--- config.mk ---
export PLATFORM = sky130hd
export DESIGN_NAME = exu_muldiv
export DESIGN_NICKNAME = d
export VERILOG_FILES = /design/src/rtl/exu_muldiv.sv
export SDC_FILE = /design/constraint.sdc
export NUM_CORES = 1
export LEC_CHECK = 0
export CAP_MARGIN = 20
export CORE_ASPECT_RATIO = 1.5
export CORE_MARGIN = 2
export CORE_UTILIZATION = 30
export DETAILED_ROUTE_END_ITERATION = 10
export SYNTH_ARGS = -nofsm -noshare
export SYNTH_HDL_FRONTEND = slang
export SYNTH_SLANG_ARGS = --single-unit
--- constraint.sdc ---
create_clock -name clk -period 12.7 [get_ports clk]
set_input_delay 2.54 -clock clk [delete_from_list [all_inputs] [get_ports clk]]
set_output_delay 2.54 -clock clk [all_outputs]
set_load 0.005 [all_outputs]
--- src/rtl/exu_muldiv.sv ---
// Iterative RV32M multiply/divide unit: shift-add multiply (or single-cycle when
// FAST_MUL=1) and restoring divide, holding the pipeline until a one-cycle write-back.
module exu_muldiv #(
    parameter int XLEN     = 32,
    parameter int REG_AW   = 5,
    parameter bit FAST_MUL = 1'b0
) (
    input  logic              clk,
    input  logic              rst,
    input  logic              idex2mdu_valid_i,
    input  logic [2:0]        idex2mdu_funct3_i,
    input  logic [XLEN-1:0]   idex2mdu_source1_i,
    input  logic [XLEN-1:0]   idex2mdu_source2_i,
    input  logic [REG_AW-1:0] idex2mdu_rd_addr_i,
    input  logic              cu2mdu_flush_i,
    output logic              mdu2cu_stall_o,
    output logic              mdu2regs_wb_en_o,
    output logic [REG_AW-1:0] mdu2regs_rd_addr_o,
    output logic [XLEN-1:0]   mdu2regs_rd_data_o,
    output logic              mdu_busy_o
);
    localparam int CW = $clog2(XLEN) + 1;

    typedef enum logic [1:0] {
        S_IDLE = 2'd0,
        S_MUL  = 2'd1,
        S_DIV  = 2'd2,
        S_DONE = 2'd3
    } state_t;

    state_t            r_state;
    state_t            w_next_state;
    logic [CW-1:0]     r_cnt;
    logic [2:0]        r_funct3;
    logic [REG_AW-1:0] r_rd;
    logic [2*XLEN-1:0] r_acc;
    logic [XLEN-1:0]   r_opb;
    logic              r_neg_q;
    logic              r_neg_r;
    logic [REG_AW-1:0] r_rd_addr;
    logic [XLEN-1:0]   r_rd_data;

    logic              w_accept;
    logic              w_s1_signed;
    logic              w_s2_signed;
    logic              w_neg1;
    logic              w_neg2;
    logic              w_is_div;
    logic              w_div0;
    logic              w_ovf;
    logic [XLEN-1:0]   w_mag1;
    logic [XLEN-1:0]   w_mag2;
    logic [XLEN-1:0]   w_special;
    logic [2*XLEN-1:0] w_fast_prod;
    logic [XLEN:0]     w_mul_sum;
    logic [XLEN:0]     w_div_shift;
    logic [XLEN:0]     w_div_diff;
    logic [2*XLEN-1:0] w_step_acc;
    logic              w_load_out;
    logic [XLEN-1:0]   w_out_data;
    logic [REG_AW-1:0] w_out_rd;

    // Applies the recorded signs to a magnitude result and picks the requested half/part.
    // For multiplies the whole accumulator is the product; for divides it is {rem, quo}.
    function automatic logic [XLEN-1:0] fix_select(input logic [2:0]        f3,
                                                    input logic [2*XLEN-1:0] acc,
                                                    input logic              neg_q,
                                                    input logic              neg_r);
        logic [2*XLEN-1:0] prod;
        logic [XLEN-1:0]   quo;
        logic [XLEN-1:0]   rem;
        logic [XLEN-1:0]   res;
        prod = neg_q ? -acc : acc;
        quo  = neg_q ? -acc[XLEN-1:0] : acc[XLEN-1:0];
        rem  = neg_r ? -acc[2*XLEN-1:XLEN] : acc[2*XLEN-1:XLEN];
        case (f3)
            3'b000:                 res = prod[XLEN-1:0];
            3'b001, 3'b010, 3'b011: res = prod[2*XLEN-1:XLEN];
            3'b100, 3'b101:         res = quo;
            default:                res = rem;
        endcase
        return res;
    endfunction

    // Operand decode at accept: signedness, magnitudes, special-case division results.
    always_comb begin
        w_accept    = (r_state == S_IDLE) && idex2mdu_valid_i && !cu2mdu_flush_i;
        w_is_div    = idex2mdu_funct3_i[2];
        w_s1_signed = (idex2mdu_funct3_i == 3'b001) || (idex2mdu_funct3_i == 3'b010) ||
                      (idex2mdu_funct3_i == 3'b100) || (idex2mdu_funct3_i == 3'b110);
        w_s2_signed = (idex2mdu_funct3_i == 3'b001) || (idex2mdu_funct3_i == 3'b100) ||
                      (idex2mdu_funct3_i == 3'b110);
        w_neg1      = w_s1_signed && idex2mdu_source1_i[XLEN-1];
        w_neg2      = w_s2_signed && idex2mdu_source2_i[XLEN-1];
        w_mag1      = w_neg1 ? -idex2mdu_source1_i : idex2mdu_source1_i;
        w_mag2      = w_neg2 ? -idex2mdu_source2_i : idex2mdu_source2_i;
        w_div0      = (idex2mdu_source2_i == {XLEN{1'b0}});
        w_ovf       = ((idex2mdu_funct3_i == 3'b100) || (idex2mdu_funct3_i == 3'b110)) &&
                      (idex2mdu_source1_i == {1'b1, {(XLEN-1){1'b0}}}) &&
                      (idex2mdu_source2_i == {XLEN{1'b1}});
        if (w_div0) begin
            w_special = idex2mdu_funct3_i[1] ? idex2mdu_source1_i : {XLEN{1'b1}};
        end else begin
            w_special = idex2mdu_funct3_i[1] ? {XLEN{1'b0}} : idex2mdu_source1_i;
        end
        w_fast_prod = {{XLEN{1'b0}}, w_mag1} * {{XLEN{1'b0}}, w_mag2};
    end

    // One iteration step: shift-add for multiply, restoring subtract for divide.
    always_comb begin
        w_mul_sum   = {1'b0, r_acc[2*XLEN-1:XLEN]} +
                      (r_acc[0] ? {1'b0, r_opb} : {(XLEN+1){1'b0}});
        w_div_shift = {r_acc[2*XLEN-1:XLEN], r_acc[XLEN-1]};
        w_div_diff  = w_div_shift - {1'b0, r_opb};
        if (r_state == S_DIV) begin
            if (!w_div_diff[XLEN]) begin
                w_step_acc = {w_div_diff[XLEN-1:0], r_acc[XLEN-2:0], 1'b1};
            end else begin
                w_step_acc = {w_div_shift[XLEN-1:0], r_acc[XLEN-2:0], 1'b0};
            end
        end else begin
            w_step_acc = {w_mul_sum, r_acc[XLEN-1:1]};
        end
    end

    // Next-state logic and the result to capture when DONE is entered.
    always_comb begin
        w_next_state = r_state;
        w_load_out   = 1'b0;
        w_out_data   = fix_select(r_funct3, w_step_acc, r_neg_q, r_neg_r);
        w_out_rd     = r_rd;
        case (r_state)
            S_IDLE: begin
                if (w_accept) begin
                    w_out_rd = idex2mdu_rd_addr_i;
                    if (w_is_div) begin
                        if (w_div0 || w_ovf) begin
                            w_next_state = S_DONE;
                            w_load_out   = 1'b1;
                            w_out_data   = w_special;
                        end else begin
                            w_next_state = S_DIV;
                        end
                    end else if (FAST_MUL) begin
                        w_next_state = S_DONE;
                        w_load_out   = 1'b1;
                        w_out_data   = fix_select(idex2mdu_funct3_i, w_fast_prod,
                                                  w_neg1 ^ w_neg2, w_neg1);
                    end else begin
                        w_next_state = S_MUL;
                    end
                end else begin
                    w_next_state = S_IDLE;
                end
            end
            S_MUL, S_DIV: begin
                if (cu2mdu_flush_i) begin
                    w_next_state = S_IDLE;
                end else if (r_cnt == CW'(1)) begin
                    w_next_state = S_DONE;
                    w_load_out   = 1'b1;
                end else begin
                    w_next_state = r_state;
                end
            end
            S_DONE:  w_next_state = S_IDLE;
            default: w_next_state = S_IDLE;
        endcase
    end

    // State, operand latches, iteration datapath and write-back registers.
    always_ff @(posedge clk or posedge rst) begin
        if (rst) begin
            r_state   <= S_IDLE;
            r_cnt     <= {CW{1'b0}};
            r_funct3  <= 3'b000;
            r_rd      <= {REG_AW{1'b0}};
            r_acc     <= {(2*XLEN){1'b0}};
            r_opb     <= {XLEN{1'b0}};
            r_neg_q   <= 1'b0;
            r_neg_r   <= 1'b0;
            r_rd_addr <= {REG_AW{1'b0}};
            r_rd_data <= {XLEN{1'b0}};
        end else begin
            r_state <= w_next_state;
            if (w_accept) begin
                r_funct3 <= idex2mdu_funct3_i;
                r_rd     <= idex2mdu_rd_addr_i;
                r_neg_q  <= w_neg1 ^ w_neg2;
                r_neg_r  <= w_neg1;
                r_cnt    <= CW'(XLEN);
                r_opb    <= w_is_div ? w_mag2 : w_mag1;
                r_acc    <= {{XLEN{1'b0}}, (w_is_div ? w_mag1 : w_mag2)};
            end else if ((r_state == S_MUL) || (r_state == S_DIV)) begin
                r_acc <= w_step_acc;
                r_cnt <= r_cnt - CW'(1);
            end else begin
                r_cnt <= r_cnt;
            end
            if (w_load_out) begin
                r_rd_addr <= w_out_rd;
                r_rd_data <= w_out_data;
            end else begin
                r_rd_addr <= r_rd_addr;
            end
        end
    end

    assign mdu2cu_stall_o     = !rst && (((r_state == S_IDLE) && idex2mdu_valid_i && !cu2mdu_flush_i) ||
                                         (r_state == S_MUL) || (r_state == S_DIV));
    assign mdu2regs_wb_en_o   = (r_state == S_DONE) && !cu2mdu_flush_i;
    assign mdu2regs_rd_addr_o = r_rd_addr;
    assign mdu2regs_rd_data_o = r_rd_data;
    assign mdu_busy_o         = (r_state != S_IDLE);

endmodule

==> results of run 1 <==
## cell families after synthesis
logic type,Yosys count
flip-flops,151
AO/OA/AOI/OAI,785
multiplexers,69
adder cells (fa/ha/maj),79
buffers and inverters,210
XOR/XNOR,146
AND/OR/NAND/NOR,834
## layout make-up
class / instances / area [um2] / share of cell area
clock buffers: 19 / 453 / 0.0236
clock inverters: 13 / 131 / 0.00686
inverters: 73 / 279 / 0.0146
multi-input cells: 1913 / 12200 / 0.637
flip-flops and latches: 151 / 3780 / 0.197
well taps: 702 / 878 / 0.0458
repair buffers: 151 / 1430 / 0.0748
## placed cells by master, fill, tap and decap left out, drive strengths merged, types with 69 or more instances in the layout
| cell | synthesis | final |
|---|---|---|
| clkdlybuf4s50 | 0 | 114 |
| xnor2 | 77 | 77 |
| a21oi | 221 | 221 |
| ha | 76 | 76 |
| nand2 | 276 | 276 |
| o21ai | 202 | 202 |
| xor2 | 69 | 69 |
| inv | 73 | 82 |
| nor2 | 216 | 216 |
| dfrtp | 151 | 151 |
## through the flow
step           utilization  hold slack (ps)  instance area, um2  cells
2_1_floorplan            -              439               16800   2274
3_3_place_gp         0.335              454               18500   2987
3_5_place_dp         0.335              457               18600   2989
4_1_cts              0.345              476               19200   3021
5_1_grt              0.346              488               19200   3022
6_report             0.346              474               19200   3022
## tightest hold or removal path, stage by stage, from the launching register on
cell and delay [ps]:
dfrtp_1 320, nand2_1 60, nand2_1 60
## flip-flops by register name (all words and copies together), names as in the netlist
register and cells:
r_rd 5, r_neg_r 1, r_cnt 6, r_funct3 3
r_acc 64, mdu2regs_rd_addr_o 5, r_neg_q 1, mdu2regs_rd_data_o 32
r_state 2, r_opb 32
## how the worst max path moves through the flow
| stage | startpoint | to | slack [ps] | depth (start not counted) |
|---|---|---|---|---|
| floorplan | rst | mdu2regs_rd_addr_o[0] | 6100 | 1 |
| global route | idex2mdu_source1_i[0] | mdu2regs_rd_data_o[22] | 5190 | 15 |
| global placement | idex2mdu_source2_i[6] | mdu2regs_rd_data_o[22] | 5060 | 13 |
| CTS | idex2mdu_source2_i[6] | mdu2regs_rd_data_o[22] | 5450 | 13 |
| detailed placement | idex2mdu_source2_i[6] | mdu2regs_rd_data_o[22] | 4970 | 13 |
| finish | idex2mdu_source2_i[6] | mdu2regs_rd_data_o[22] | 5340 | 13 |
## metal layers
| layer | share of wire | wire (um) |
|---|---|---|
| met5 | 0 | 0 |
| met4 | 0.10 | 8060 |
| met3 | 0.049 | 3830 |
| met2 | 0.50 | 38900 |
| met1 | 0.34 | 26800 |
==> out/metrics.yaml, run 1 <==
run:
  drv_cap: 0
global_routing:
  grt_use_total: 0.266
  antenna_found_initial: 1
  grt_max_degree: 130
  gr-usage-met3: 0.0367
  globalRouteMet2Util: 0.477
  grt_remaining_overflow: 0
  first_global_vias: 17800
  busiest_layer: "met2"
  met1_usage: 0.266
  grt_pass1_wl_um: 114000
place:
  place_hpwl_um: 62200
  gp_congestion: 1.00
  portBuffers: 115
  pre_cts_ws_ps: 4970
synth:
  synth.area.mux_share: 0.0420
  yosysTopAreaCell: "dfrtp_1"
  ys_top_cells_by_area: "dfrtp_1 23%, a21oi_1 6.5%, nand2_1 6.2%, o21ai_0 5.9%, ha_1 5.7%"
  yosys.area_share.simple: 0.243
  synth.distinct_cells: 102
  synth_warnings: 0
  synth_compound_area_frac: 0.304
  ys.flop_type: "dfrtp_1"
  synth_top_area_share: 0.225
  synth_area_um2: 16800
  syn-num-nets: 2428
  avgSynthCellArea_um2: 7.37
  synth_seq_area_share: 0.225
  synth_top_family_by_area: "compound AO/OA/AOI/OAI gates"
  syn-instance-count: 2274
  synth_most_common_cell: "nand2_1"
  synthAdderAreaFrac: 0.0597
  synthTopCellsByCount: "276 x nand2_1, 218 x a21oi_1, 214 x nor2_1"
  synth_xor_area_frac: 0.0763
  synth-edff-count: 0
  async_reset_ff_frac: 1.00
  synth_seq_cells: 151
floorplan:
  die_y_um: 294
  dieWidth_um: 197
  pin_count: 116
  rows: 106
  core_um2: 55400
  die_area_um2: 57800
  start_util: 0.302
clock_tree:
  clk_latency_ps: 470
  post_cts_buffers: 0
  cts_root_buf: "clkbuf_16"
  ctsHoldBuffers: 0
  path_clk_slew_ps: 70
  cts.path.max_buffers: 2
  clock-sinks: 151
  cts_max_level: 4
  cts_buffers: 17
  cts_resized: 0
  cts_tree: "built"
worst_setup_path:
  cp-end-kind: "register"
  rrSetupSlack_ps: 5890
  crit_path_frequent_cell: "a21oi_1"
  crit_family: "simple AND/OR/NAND/NOR gates"
  required_ps: 13050
  cp_slowest_stage_delay_ps: 600
  regToRegStartpoint: "r_acc[31]"
  cp_cell_sequence: "clkdlybuf4s50_1 -> or4_1 -> nor3_1 -> nand4_1 -> or3_1 -> a21oi_4 -> o21ba_2 -> o21ai_2 -> a21oi_1 -> or3b_1 -> a211o_1 -> o211ai_1 -> a21oi_1"
  worstRegToRegCells: 21
  path_buf_inv: 1
  startpoint_type: "input port"
  cp_max_fo: 18
  crit_arrival_ps: 7710
  worstSetupPathType: "input port to register"
  reg2reg_to: "mdu2regs_rd_data_o[4]"
  slowest_stage: "or4_1"
timing:
  grt_setup_unrepaired: "false"
  fin_tns_setup_ps: 0
  post-route-period-util: 0.579
  fmax_mhz: 136
  worst_slew_pin_slew_ps: 1080
  finalWorstSetupSlack_ps: 5340
  drv_slew: 0
  relSlewSlack: 0.272
  fin_skew_ps: 12.7
  hold_violations: 0
  setup_viol: 0
  timing.final.crit_period_ps: 7360
detailed_routing:
  first_iter_violations: 1484
  num_vias: 18100
  drcViolationCount: 0
  antenna_left: 0
  detail_route.wl_per_cell_um: 25.7
  firstDrtPassIters: 8
  wl_um: 77500
  via_per_inst: 6.00
worst_hold_path:
  holdPathStages: 2
  holdCritStartpoint: "r_rd[1]"
  hold_path.class: "register to register"
  whs_endpoint: "r_rd[1]"
layout:
  drive_above_1_share: 0.0621
  syn2layout_area_growth_pct: 14.3
  antenna_cells: 0
  nets: 2461
  n_fill_cell: 5953
outcome:
  outcome: "finished clean"
Power of run 1 is left out: the tool's default activity adds up to more than one toggle a clock period on the data nets, which glitch-free logic cannot reach.
==> run 2, diff against run 1 <==
==> constraint.sdc (replaced) <==
create_clock -name clk -period 7.2 [get_ports clk]
set_input_delay 1.44 -clock clk [delete_from_list [all_inputs] [get_ports clk]]
set_output_delay 1.44 -clock clk [all_outputs]
set_load 0.005 [all_outputs]
==> run 2 against run 1 <==
Routed wire length down 0.17%. Register-to-register slack worse by 5200 ps. Sequential cell count unchanged. Count of clock-buffer cells in the layout down 2. Critical path depth up 7. Sequential share of layout area down 0.14 points. Cell area up 0.71%. Global-route usage down 0.077 points. Utilization up 0.24 points. Via count up 0.60%.
==> out/metrics.yaml, run 2 (synthesis gave the netlist of run 1 again) <==
layout:
  layout.cells.non_filler: 3040
  nets: 2478
  syn2layout_area_growth_pct: 15.1
  top_register: "r_acc"
  n_fill_cell: 5898
  mostFrequentLayoutCells: "276 x nand2_1, 218 x a21oi_1, 213 x nor2_1, 196 x o21ai_0, 151 x dfrtp_1"
  final_common_cell: "nand2_1"
  drive_above_1_share: 0.0693
  largest_register_ff_count: 64
floorplan:
  core_um2: 55400
  rows: 106
  dieWidth_um: 197
  start_util: 0.302
  die_area_um2: 57800
  pin_count: 116
  die_y_um: 294
detailed_routing:
  firstDrtPassIters: 6
  wl_um: 77400
  num_vias: 18300
  detail_route.wl_per_cell_um: 25.5
  antenna_left: 0
  first_iter_violations: 1605
  drcViolationCount: 0
  via_per_inst: 6.00
worst_setup_path:
  worstSetupPathType: "register to register"
  cp-end-kind: "register"
  slowest_stage: "nand4_1"
  crit_family: "compound AO/OA/AOI/OAI gates"
  cp_cell_sequence: "inv_1 -> ha_1 -> inv_1 -> fa_1 -> a211oi_2 -> o211ai_2 -> a211o_1 -> o211ai_2 -> a211o_1 -> buf_4 -> nand2_1 -> o21ai_0 -> ha_1 -> inv_1 -> a2111oi_2 -> nand4_1 -> nor4_4 -> mux2_2 -> a211oi_1 -> a21oi_1"
  cp_slowest_stage_delay_ps: 670
  crit_arrival_ps: 6880
  path_buf_inv: 4
  cp_max_fo: 21
  startpoint_type: "register"
  crit_path_frequent_cell: "inv_1"
  required_ps: 7540
timing:
  worst_slew_pin_slew_ps: 1110
  fmax_mhz: 153
  setup_viol: 0
  hold_violations: 0
  timing.final.crit_period_ps: 6550
  post-route-period-util: 0.909
  relSlewSlack: 0.260
  grt_setup_unrepaired: "false"
  fin_tns_setup_ps: 0
  drv_slew: 0
  fin_skew_ps: 13.4
place:
  dp.cells: 3007
  portBuffers: 115
  place_hpwl_um: 61800
  gp_congestion: 1.01
global_routing:
  met1_usage: 0.266
  busiest_layer: "met2"
  grt_pass1_wl_um: 114000
  globalRouteMet2Util: 0.471
  first_global_vias: 17800
  antenna_found_initial: 1
  grt_use_total: 0.265
  grt_remaining_overflow: 0
  gr-usage-met3: 0.0340
  grt_max_degree: 129
worst_hold_path:
  hold_path.class: "register to register"
clock_tree:
  cts_resized: 0
  cts.path.max_buffers: 2
  ctsHoldBuffers: 0
  cts_tree: "built"
  cts_buffers: 17
  clock-sinks: 151
  post_cts_buffers: 0
  clk_latency_ps: 480
  cts_max_level: 4
  cts_root_buf: "clkbuf_16"
  path_clk_slew_ps: 70
outcome:
  outcome: "finished clean"
run:
  drv_cap: 0
[run 2: cell count changes in the layout (fill, tap and decap cells not counted), sizes merged]
cell      previous run  this run
buf                 36        54
diode                0         1
clkbuf              20        17
clkinv               1         6
clkinvlp             2         1
inv                 82        80
[run 2: worst min-delay path: cells and delay by family (launching register included)]
family           cells  cell delay, ps
DFF                  1             320
and+or+nand+nor      2             120
[run 2: path summary, 6_finish.rpt]
kind                            from                endpoint  slack, ps  cells after the start
min                          r_rd[4]                 r_rd[4]        470                      2
min in group asynchronous        rst   mdu2regs_rd_addr_o[2]       1410                      2
max in group asynchronous        rst  mdu2regs_rd_data_o[30]       4480                      3
max reg2reg                r_acc[31]  mdu2regs_rd_data_o[26]        650                     20
min reg2reg                  r_rd[4]                 r_rd[4]        470                      2
max                        r_acc[31]  mdu2regs_rd_data_o[26]        650                     20
[run 2: stage by stage]
step	instance area, um2	hold WS, ps	worst slack [ps]	util
after floorplan	16800	439	1700	-
after CTS	19300	477	778	0.348
after global placement	18700	452	888	0.337
after global routing	19300	501	273	0.348
final	19300	475	654	0.348
after detailed placement	18700	457	810	0.337
[run 2: cell type report]
| cell class | count | area (um2) | area share |
|---|---|---|---|
| Timing Repair Buffer | 168 | 1560 | 0.0808 |
| Clock inverter | 15 | 160 | 0.00830 |
| Sequential cell | 151 | 3780 | 0.196 |
| Tap cell | 702 | 878 | 0.0455 |
| Multi-Input combinational cell | 1913 | 12200 | 0.633 |
| Antenna cell | 1 | 2.50 | 0.000130 |
| Clock buffer | 17 | 425 | 0.0220 |
| Inverter | 73 | 279 | 0.0145 |
[run 2: layer usage]
layer | vias up | wire length [um]
met1 | 8693 | 26800
met5 | - | 0
met4 | 0 | 8400
li1 | 8481 | -
met2 | 804 | 38300
met3 | 276 | 3880
Power of run 2 is left out for the same reason.
